**config.mk**
```make
export PLATFORM = sky130hd
export DESIGN_NAME = alu_arbiter
export DESIGN_NICKNAME = d
export VERILOG_FILES = /design/src/rtl/alu_arbiter_pkg.sv /design/src/rtl/alu_arbiter_alu.sv /design/src/rtl/alu_arbiter.sv
export SDC_FILE = /design/constraint.sdc
export NUM_CORES = 1
export LEC_CHECK = 0
export BUFFER_PORTS_ARGS = -buffer_cell sky130_fd_sc_hd__buf_4
export CAP_MARGIN = 30
export CORE_ASPECT_RATIO = 1.2
export CORE_UTILIZATION = 50
export CTS_CLUSTER_SIZE = 30
export DETAILED_ROUTE_END_ITERATION = 8
export PLACE_DENSITY = 0.76
export SLEW_MARGIN = 20
export SYNTH_ARGS = -nofsm -noshare
export SYNTH_HDL_FRONTEND = slang
export SYNTH_HIERARCHICAL = 1
export SYNTH_SLANG_ARGS = --single-unit
```
**constraint.sdc**
```tcl
create_clock -name clk -period 2.38 [get_ports clk]
set_input_delay 0.119 -clock clk [delete_from_list [all_inputs] [get_ports clk]]
set_output_delay 0.119 -clock clk [all_outputs]
set_load 0.03 [all_outputs]
```
**src/rtl/alu_arbiter_pkg.sv**
```systemverilog
// rtl/alu_arbiter_pkg.sv - shared types for the ALU arbiter: FSM states, requester count, ALU opcodes.
package definitions;

  localparam int NUM_REQ = 2;

  typedef enum logic [1:0] {IDLE, EXEC, RESP} arb_state_t;

  typedef enum logic [3:0] {
    add_immediate      = 4'h0,
    sub_register       = 4'h1,
    and_register       = 4'h2,
    or_register        = 4'h3,
    xor_register       = 4'h4,
    left_shift         = 4'h5,
    right_shift        = 4'h6,
    reduced_xor        = 4'h7,
    not_equal_register = 4'h8
  } op_mne_t;

endpackage

```
**src/rtl/alu_arbiter_alu.sv**
```systemverilog
// rtl/alu_arbiter_alu.sv - combinational ALU shared by the arbiter's requesters.
module alu_arbiter_alu
  import definitions::*;
#(
  parameter int W   = 8,
  parameter int Ops = 4
) (
  input  logic [Ops-1:0] i_op,
  input  logic [W-1:0]   i_a,
  input  logic [W-1:0]   i_b,
  output logic [W-1:0]   o_out
);

  // Shifts act on InputB by one place; compare/reduce results are zero-extended.
  always_comb begin
    o_out = '0;
    case (i_op)
      Ops'(add_immediate):      o_out = i_a + i_b;
      Ops'(sub_register):       o_out = i_a - i_b;
      Ops'(and_register):       o_out = i_a & i_b;
      Ops'(or_register):        o_out = i_a | i_b;
      Ops'(xor_register):       o_out = i_a ^ i_b;
      Ops'(left_shift):         o_out = i_b << 1;
      Ops'(right_shift):        o_out = i_b >> 1;
      Ops'(reduced_xor):        o_out = {{(W-1){1'b0}}, ^i_b};
      Ops'(not_equal_register): o_out = {{(W-1){1'b0}}, (i_a != i_b)};
      default:                  o_out = '0;
    endcase
  end

endmodule

```
**src/rtl/alu_arbiter.sv**
```systemverilog
// rtl/alu_arbiter.sv - round-robin arbiter that sequences two requesters through one shared ALU.
module alu_arbiter
  import definitions::*;
#(
  parameter int W   = 8,
  parameter int Ops = 4
) (
  input  logic               clk,
  input  logic               rst_n,
  input  logic [NUM_REQ-1:0] req_valid,
  output logic [NUM_REQ-1:0] req_ready,
  input  logic [Ops-1:0]     req_op0,
  input  logic [Ops-1:0]     req_op1,
  input  logic [W-1:0]       req_a0,
  input  logic [W-1:0]       req_a1,
  input  logic [W-1:0]       req_b0,
  input  logic [W-1:0]       req_b1,
  output logic [NUM_REQ-1:0] rsp_valid,
  input  logic [NUM_REQ-1:0] rsp_ready,
  output logic [W-1:0]       rsp_data,
  output logic               busy
);

  arb_state_t         r_state;
  logic               r_prio;
  logic               r_gnt;
  logic [Ops-1:0]     r_op;
  logic [W-1:0]       r_a;
  logic [W-1:0]       r_b;
  logic [W-1:0]       r_res;
  logic [NUM_REQ-1:0] r_rsp_valid;
  logic               r_busy;

  logic               w_gnt;
  logic [NUM_REQ-1:0] w_req_ready;
  logic               w_accept;
  logic [W-1:0]       w_alu_out;

  // Tie goes to the pointer; otherwise the single active requester (bit 1 decides).
  always_comb begin
    w_gnt       = (req_valid == 2'b11) ? r_prio : req_valid[1];
    w_req_ready = '0;
    if (rst_n && (r_state == IDLE) && req_valid[w_gnt])
      w_req_ready[w_gnt] = 1'b1;
    w_accept    = |(req_valid & w_req_ready);
  end

  alu_arbiter_alu #(
    .W   (W),
    .Ops (Ops)
  ) u_alu (
    .i_op  (r_op),
    .i_a   (r_a),
    .i_b   (r_b),
    .o_out (w_alu_out)
  );

  always_ff @(posedge clk or negedge rst_n) begin
    if (!rst_n) begin
      r_state     <= IDLE;
      r_prio      <= 1'b0;
      r_gnt       <= 1'b0;
      r_op        <= '0;
      r_a         <= '0;
      r_b         <= '0;
      r_res       <= '0;
      r_rsp_valid <= '0;
      r_busy      <= 1'b0;
    end else begin
      case (r_state)
        IDLE: begin
          if (w_accept) begin
            r_op    <= w_gnt ? req_op1 : req_op0;
            r_a     <= w_gnt ? req_a1 : req_a0;
            r_b     <= w_gnt ? req_b1 : req_b0;
            r_gnt   <= w_gnt;
            r_busy  <= 1'b1;
            r_state <= EXEC;
          end
        end
        EXEC: begin
          r_res       <= w_alu_out;
          r_rsp_valid <= r_gnt ? 2'b10 : 2'b01;
          r_state     <= RESP;
        end
        RESP: begin
          // Only the granted requester's accept completes the response.
          if (rsp_ready[r_gnt]) begin
            r_prio      <= ~r_gnt;
            r_rsp_valid <= '0;
            r_busy      <= 1'b0;
            r_state     <= IDLE;
          end
        end
        default: begin
          r_rsp_valid <= '0;
          r_busy      <= 1'b0;
          r_state     <= IDLE;
        end
      endcase
    end
  end

  assign req_ready = w_req_ready;
  assign rsp_valid = r_rsp_valid;
  assign rsp_data  = r_res;
  assign busy      = r_busy;

endmodule

```
# --- After elaboration in Yosys (flattened, before gate mapping) ---
# Index checks and enable logic that the tools add are counted.
classes:
  add_sub_neg: 2
  magnitude_cmp: 3
  eq_ne: 14
  muxes: 20
  bitwise_logic: 7
  reduce_logical: 12
op_table:
  columns: ["cell", "n"]
  rows:
  - ["case mux 8 bit (9 select lines)", 1]
  - ["== test 4 x 3 -> 1 bit, second input constant", 4]
  - ["2-to-1 mux 8 bit", 2]
  - ["case mux 2 bit (3 select lines)", 2]
  - ["adder 8 bit", 1]
  - ["AND 8 bit", 1]
  - ["== test 4 x 2 -> 1 bit, second input constant", 2]
  - ["2-to-1 mux 1 bit", 8]
  - ["2-to-1 mux 2 bit", 4]
  - ["!= test 8 bit", 1]
  - ["OR 8 bit", 1]
  - ["AND reduction 2 bit", 4]
  - ["parity 8 bit", 1]
  - ["subtractor 8 bit", 1]
  - ["XOR 8 bit", 1]
  - ["== test 2 bit, second input constant", 2]
  - ["== test 4 x 1 -> 1 bit, second input constant", 1]
  - ["== test 4 bit, second input constant", 1]
  - ["zero test 4 bit", 1]
  - ["less-than comparator 1 x 2 -> 1 bit, second input constant", 2]
  - ["2-to-1 mux 4 bit", 1]
  - ["!= test 2 bit, second input constant", 2]
  - ["logical AND 1 bit", 3]
  - ["NOT 1 bit", 3]
  - ["8 further kinds", 8]
totals:
  regBits: 35
  in_bits: 46
  out_inout_bits: 13
  word_cells: 67

# --- Longest topological paths before layout ---
# Gate-level depths: netlist (run 1).
depth:
  ltp_word: 11
  mapped_depth: 9
  mapped_depth_nobuf: 9

# --- Cells and area by module ---
# Netlist (run 1), hierarchy kept.
by_module_without_submodules:
  columns: ["mod", "instances", "cells_per_inst", "area_each_um2", "seq_area_each_um2"]
  rows:
  - ["alu_arbiter", 1, 139, 1565.3, 875.8]
  - ["alu_arbiter_alu", 1, 194, 1360.1, 0.0]

# --- Worst setup path after synthesis (run 1) ---
# Ideal clock, no wire load.
synth_path:
  path_type: "flip-flop to flip-flop"
  startpoint: "register r_b[1]"
  endpoint: "register r_res[5], in the netlist rsp_data[5]"
  setup_time_ns: 0.125
  arrival_ns: 2.108
  required_time_ns: 2.255
  path_slack_ns: 0.147
  path_stages_with_launch: 9
  path_buffers: 0
  cell_sequence: "dfrtp_1 > inv_1 > ha_1 > a211oi_1 > nor3_1 > o31a_1 > a311oi_1 > o21ai_1 > mux2_2"
synth_between:
  elab_chain_len: 2
  word_cells_on_any_way: 3
synth_lines:
  columns: ["element", "line_no", "source"]
  rows:
  - ["start, declared", "alu_arbiter.sv:29", "logic [W-1:0] r_b;"]
  - ["start signal, assigned", "alu_arbiter.sv:75", "r_b <= w_gnt ? req_b1 : req_b0;"]
  - ["subtractor 8 bit / adder 8 bit (equally long branches)", "alu_arbiter_alu.sv:19, alu_arbiter_alu.sv:18", null]
  - ["case mux 8 bit (9 select lines) (*)", "alu_arbiter_alu.sv:17", "case (i_op)"]
  - ["via w_alu_out[5]", "alu_arbiter.sv:37", "logic [W-1:0] w_alu_out;"]
  - ["end signal, assigned", "alu_arbiter.sv:82", "r_res <= w_alu_out;"]
  - ["end, declared", "alu_arbiter.sv:30", "logic [W-1:0] r_res;"]
# Mark *: on every way through the listed nets, which the timed path passes. The rest lies on a longest branch.
# A chain may end at the register's enable or synchronous reset.

# --- Worst setup path in the final report (run 1) ---
layout_path:
  startpoint: "register r_b[0]"
  endpoint: "register r_res[4], in the netlist rsp_data[4]"
# Same word-level chain as after synthesis.

==> flow_summary_export.csv, run 1 <==
group,metric,value,unit
critical_path,endpoint_kind,"flop",
global_routing,first_global_vias,2604,
synth,synth_top_flop_cell,"dfrtp_1",
clocking,clk_latency,290,ps
synth,yosys.area.top_type_share,0.299,
place,gp_congestion,0.941,
drt,drc,0,
synth,synthCells,333,
sta,post-route-period-util,0.976,
clocking,h-tree-depth,2,
clocking,cts-root-buf,"clkbuf_8",
global_routing,grt_max_degree,36,
cells_and_area,area_growth,25.7,%
global_routing,grt_first_pass_wirelength,12400,um
critical_path,crit_chain,"ha_1 > fa_1 > a21o_1 > a211oi_2 > or3_1 > nand3_1 > a221oi_1 > mux2_2",
synth,yosys_warnings,6,
critical_path,crit_path_max_incr_delay,450,ps
sta,clock_skew,3.87,ps
synth,ys_types,53,
floorplan,die_height,85.8,um
critical_path,crit_arrival,2550,ps
synth,ys_ff_latch,35,
floorplan,die_w,71.8,um
place,post-place-cells,456,
floorplan,row_count,30,
cells_and_area,final_nets,474,
cells_and_area,final_cells,468,
drt,first_pass_iters,5,
run,maxCapViolations,0,
pwr,leakage,1.73,nW
synth,syn_avg_cell_area,8.78,sq um
synth,netlist_area,0.00293,sq mm
synth,yosysMostFrequentCell,"dfrtp_1",
critical_path,cp_max_fo,5,
clocking,clock-sinks,35,
critical_path,start_kind,"flop",
synth,synth_top_area_cell,"dfrtp_1",
critical_path,cpMaxStageDelayCell,"dfrtp_1",
synth,synth_edf_count,0,
worst_hold_path,hold_depth,2,
synth,synthTopCellsByCount,"dfrtp_1, nand2_1, nor3_1",
cells_and_area,regArea,876,sq um
cells_and_area,num-fill-cells,485,
cells_and_area,post-route-util,0.653,
floorplan,core_area,0.00563,sq mm
sta,finalMaxSlewViolations,0,
drt,drt-total-wl,7630,um
place,portBuffers,58,
floorplan,ioPinCount,59,
cells_and_area,drive_gt1_frac,0.280,
critical_path,worstSetupPathType,"flop to flop",
cells_and_area,diodes,0,
sta,fmaxAchievable,430,MHz
sta,hold_viol_final,0,
synth,async_reset_ff_frac,1.00,
sta,finalSetupViolCount,0,
floorplan,initial_core_util,0.520,
critical_path,cp.required,2610,ps
global_routing,grt-ovfl-total,0,
clocking,cts_inserted_buffers,5,
synth,synth_nets,404,
pwr,ir_drop,0.000622,V
clocking,tritoncts,"done",
cells_and_area,multiInputGateArea,0.00184,sq mm
clocking,clk_pin_slew_worst_paths,70,ps
global_routing,antenna_found_initial,0,
drt,ant_nets,0,
floorplan,dieArea,0.00616,sq mm
sta,tightest_slew,544,ps
pwr,power-per-cell-area,1510,mW/mm^2
critical_path,r2r_cells,8,
drt,drt_iter0_drc,272,
sta,min_period,2320,ps
drt,vias,2804,
clocking,max-clock-path-buffers,2,
sta,rsz0062_at_grt,"true",
place,post-place-ws,93.7,ps
drt,routedWlPerCell,16.3,um
synth,synth_area_leaders,"dfrtp_1, ha_1, a221o_1",
sta,fin_ws,56.2,ps
place,dp.final_hpwl,5800,um
synth,seq_area_frac_synth,0.299,
drt,vias_per_cell,5.99,
global_routing,grt.total_usage,0.257,
status,status,"finished, final reports clean",
worst_hold_path,min_path_type,"input port to flop",
sta,slew_headroom,0.635,
## per-layer routing
layer / vias up / GRT usage / part of all wire
met5: - / 0 / 0
met4: 0 / 0.111 / 0.031
met3: 22 / 0.0270 / 0.048
met2: 117 / 0.412 / 0.47
met1: 1308 / 0.350 / 0.45
li1: 1357 / - / -
## area by class of cell
| type | count | area share |
|---|---|---|
| clock buffer | 6 | 0.0225 |
| timing repair buffer | 87 | 0.178 |
| sequential | 35 | 0.238 |
| tap | 64 | 0.0218 |
| inverter | 29 | 0.0296 |
| multi-input combinational | 245 | 0.500 |
| clock inverter | 2 | 0.00953 |
## through the flow
stage	cell area [sq um]	hold WS (ps)	setup TNS (ps)	power, mW
global placement	3510	204	0	4.76
finish	3680	56.8	0	5.56
floorplan	2930	-177	0	3.75
detailed placement	3510	209	0	4.83
CTS	3630	53.8	0	5.41
global route	3680	55.9	-22.6	5.96
## repair_timing
action | 4_1_cts | 5_1_grt
gates resized for setup | 0 | 6
buffers inserted | 0 | 3
hold buffers | 1 | 0
endpoints found under the hold margin | 35 | 0
endpoints found under the setup margin | 0 | 4
## where the power goes
part | total, mW | internal, mW | switching [mW]
Combinational | 3.89 | 1.76 | 2.13
Sequential | 1.11 | 0.870 | 0.241
Clock | 0.564 | 0.339 | 0.225
## critical path, delay by kind of cell (launching register included)
kind	cells	cell delay (ps)
AO/OA/AOI/OAI	3	730
adder cells (fa/ha/maj)	2	680
flip-flops	1	450
multiplexers	1	210
AND/OR/NAND/NOR	2	200
## worst paths after layout
path                                         startpoint                 endpoint  slack [ps]
min in group asynchronous                         rst_n  rsp_data[1]$_DFFE_PN0P_         420
max in group asynchronous                         rst_n       r_a[0]$_DFFE_PN0P_        1640
worst max-delay path                 r_b[0]$_DFFE_PN0P_  rsp_data[4]$_DFFE_PN0P_          60
worst min-delay path                         req_op0[0]      r_op[0]$_DFFE_PN0P_          60
worst max register to register       r_b[0]$_DFFE_PN0P_  rsp_data[4]$_DFFE_PN0P_          60
worst min register to register  rsp_data[0]$_DFFE_PN0P_  rsp_data[0]$_DFFE_PN0P_         510
## sequential cells by signal, indices dropped and copies added (netlist names)
name / count
r_gnt: 1
r_prio: 1
rsp_data: 8
r_op: 4
r_state: 2
r_b: 8
busy: 1
r_a: 8
rsp_valid: 2
## placed cells by master, fill, tap and decap left out, drive strengths merged, types with 2 or more instances in the layout
cell type	count
nor2	17
o21ai	9
mux2i	10
clkbuf	6
a21o	3
inv	29
nor4	3
o22ai	2
a221oi	2
nor2b	7
nand2	31
a211oi	9
or3	3
a211o	2
mux2	11
a311oi	2
nand2b	4
buf	86
nand3	3
a2111oi	3
dfrtp	35
a221o	20
o31a	3
o31ai	4
fa	2
xnor2	8
nor3	29
a31oi	4
nor3b	3
ha	23
o32ai	3
a21oi	9
## kinds of logic (layout without fill, tap and decap cells)
family | after synthesis | count (layout) | synth area share
simple gates | 107 | 107 | 0.178
compound gates | 82 | 82 | 0.220
buf+inv | 53 | 124 | 0.0791
flops | 35 | 35 | 0.299
fa+ha+maj | 25 | 25 | 0.112
mux | 22 | 22 | 0.0843
xor+xnor | 9 | 9 | 0.0269
Note: power is estimated with default switching activity, not from simulation.
==> inputs of run 2 (changes only) <==
--- a/config.mk
+++ b/config.mk
@@ -7,8 +7,10 @@
 export LEC_CHECK = 0
 export BUFFER_PORTS_ARGS = -buffer_cell sky130_fd_sc_hd__buf_4
 export CAP_MARGIN = 30
+export CELL_PAD_IN_SITES_DETAIL_PLACEMENT = 1
+export CELL_PAD_IN_SITES_GLOBAL_PLACEMENT = 1
 export CORE_ASPECT_RATIO = 1.2
-export CORE_UTILIZATION = 50
+export CORE_UTILIZATION = 38
 export CTS_CLUSTER_SIZE = 30
 export DETAILED_ROUTE_END_ITERATION = 8
 export PLACE_DENSITY = 0.76
==> run 2 against run 1 <==
Net effect: wire length increased by 18%; combinational power is 3% higher; total power increased by 2.8%; global-route usage decreased by 1.5 points; worst setup slack got worse by 7.0 ps; register-to-register slack hardly changed; core utilization decreased by 15 points; largest cell class unchanged; die area grew 31%; sequential cell count unchanged; largest power group unchanged; clock power grew 5.0%; sequential share of layout area fell by 0.12 points.
==> flow_summary_export.csv, run 2 (synthesis results as in run 1) <==
group,metric,value,unit
drt,routedWlPerCell,18.2,um
cells_and_area,final_nets,474,
floorplan,die_w,82.1,um
sta,fin_tns_setup,0,ps
drt,vias,2829,
clocking,clk_pin_slew_worst_paths,80,ps
cells_and_area,layout_common_cells,"buf_4, dfrtp_1, nand2_1, inv_1, nor3_1",
clocking,clk_latency,290,ps
global_routing,grt.total_usage,0.241,
sta,rsz0062_at_grt,"true",
clocking,clock-sinks,35,
pwr,sequentialPowerShare,0.199,
sta,fmaxAchievable,429,MHz
pwr,ir_drop,0.000504,V
sta,post-route-period-util,0.979,
clocking,cts-root-buf,"clkbuf_8",
floorplan,die_height,98.1,um
sta,tightest_slew,522,ps
drt,ant_nets,0,
drt,drt_iter0_drc,124,
critical_path,crit_arrival,2520,ps
floorplan,ioPinCount,59,
drt,drc,0,
pwr,p_sw_frac,0.477,
cells_and_area,drive_gt1_frac,0.285,
global_routing,grt-ovfl-total,0,
pwr,p_clk_frac,0.104,
status,status,"finished, final reports clean",
drt,first_pass_iters,4,
critical_path,regToRegSetupSlack,50,ps
pwr,power-per-cell-area,1540,mW/mm^2
pwr,p_sw,2.73,mW
sta,hold_viol_final,0,
critical_path,cp_max_fo,5,
run,maxCapViolations,0,
worst_hold_path,min_path_type,"input port to flop",
global_routing,grt_max_degree,36,
global_routing,antenna_found_initial,0,
critical_path,crit_path_max_incr_delay,420,ps
place,portBuffers,58,
pwr,internal_power,2.99,mW
critical_path,cp.required,2570,ps
cells_and_area,post-route-util,0.504,
floorplan,row_count,34,
critical_path,worstSetupPathType,"flop to flop",
cells_and_area,num-fill-cells,891,
global_routing,first_global_vias,3036,
pwr,leakage,1.73,nW
place,dp.final_hpwl,6990,um
pwr,combinationalPowerShare,0.698,
place,gp_congestion,0.830,
clocking,h-tree-depth,2,
cells_and_area,diodes,0,
sta,clock_skew,4.09,ps
clocking,tritoncts,"done",
sta,slew_headroom,0.643,
floorplan,core_area,0.00736,sq mm
drt,vias_per_cell,5.73,
global_routing,grt_first_pass_wirelength,14800,um
clocking,max-clock-path-buffers,2,
clocking,cts_inserted_buffers,5,
sta,min_period,2330,ps
cells_and_area,mostFrequentLayoutCell,"buf_4",
critical_path,r2r_cells,9,
drt,drt-total-wl,8970,um
critical_path,crit_chain,"inv_1 > ha_1 > inv_1 > a211o_1 > buf_4 > a211o_1 > a211oi_1 > o21ai_1 > mux2_2",
critical_path,endpoint_kind,"flop",
cells_and_area,area_growth,26.8,%
sta,finalMaxSlewViolations,0,
floorplan,dieArea,0.00805,sq mm
sta,finalSetupViolCount,0,
critical_path,cpMaxStageDelayCell,"dfrtp_2",
critical_path,start_kind,"flop",
worst_hold_path,hold_depth,2,
floorplan,initial_core_util,0.397,
run 2: worst max-delay path: cells and delay by family (launching register included):
kind / cells / cell delay (ps)
AO/OA/AOI/OAI: 4 / 900
multiplexers: 1 / 270
adder cells (fa/ha/maj): 1 / 330
flip-flops: 1 / 420
buffers and inverters: 3 / 310
run 2: path summary, 6_finish.rpt:
| check | to | startpoint |
|---|---|---|
| setup / recovery | rsp_data[5]$_DFFE_PN0P_ | r_b[2]$_DFFE_PN0P_ |
| hold / removal | r_b[0]$_DFFE_PN0P_ | req_b0[0] |
| setup reg to reg | rsp_data[5]$_DFFE_PN0P_ | r_b[2]$_DFFE_PN0P_ |
| hold reg to reg | rsp_data[5]$_DFFE_PN0P_ | rsp_data[5]$_DFFE_PN0P_ |
| max in group asynchronous | r_a[2]$_DFFE_PN0P_ | rst_n |
| min in group asynchronous | rsp_data[1]$_DFFE_PN0P_ | rst_n |
run 2: power by group through the flow:
stage	Clock [mW]	Sequential, mW	Combinational (mW)
2_1_floorplan	0	1.30	2.45
3_3_place_gp	0	1.12	3.71
3_5_place_dp	0	1.15	3.84
4_1_cts	0.602	1.14	3.88
5_1_grt	0.620	1.19	4.34
6_report	0.592	1.14	3.99
run 2: layout make-up:
class / count / area [sq um] / share of cell area
clock inverter: 2 / 38.8 / 0.0105
inverter: 29 / 109 / 0.0293
clock buffer: 6 / 82.6 / 0.0223
sequential: 35 / 880 / 0.237
timing repair buffer: 87 / 656 / 0.177
tap: 90 / 113 / 0.0304
multi-input combinational: 245 / 1830 / 0.494
run 2: metal layers:
| layer | vias to the layer above | track usage | part of all wire |
|---|---|---|---|
| met2 | 73 | 0.418 | 0.51 |
| met3 | 13 | 0.0346 | 0.036 |
| li1 | 1359 | - | - |
| met5 | - | 0 | 0 |
| met1 | 1384 | 0.303 | 0.43 |
| met4 | 0 | 0.0702 | 0.024 |
run 2: timing repair:
item | 4_1_cts | 5_1_grt
endpoints found under the hold margin | 35 | 0
resized for setup | 1 | 6
endpoints found under the setup margin | 1 | 6
pin swaps | 1 | 1
hold buffers | 1 | 0
buffers inserted | 0 | 3
run 2: through the flow:
step	hold slack, ps	power, mW	instances	setup slack, ps	instance area (sq um)
4_1_cts	50.1	5.62	491	26.0	3670
6_report	52.9	5.72	494	49.2	3710
3_3_place_gp	209	4.83	482	71.0	3540
3_5_place_dp	214	4.99	482	18.1	3540
5_1_grt	54.4	6.14	494	-41.1	3710
2_1_floorplan	-177	3.75	333	147	2930
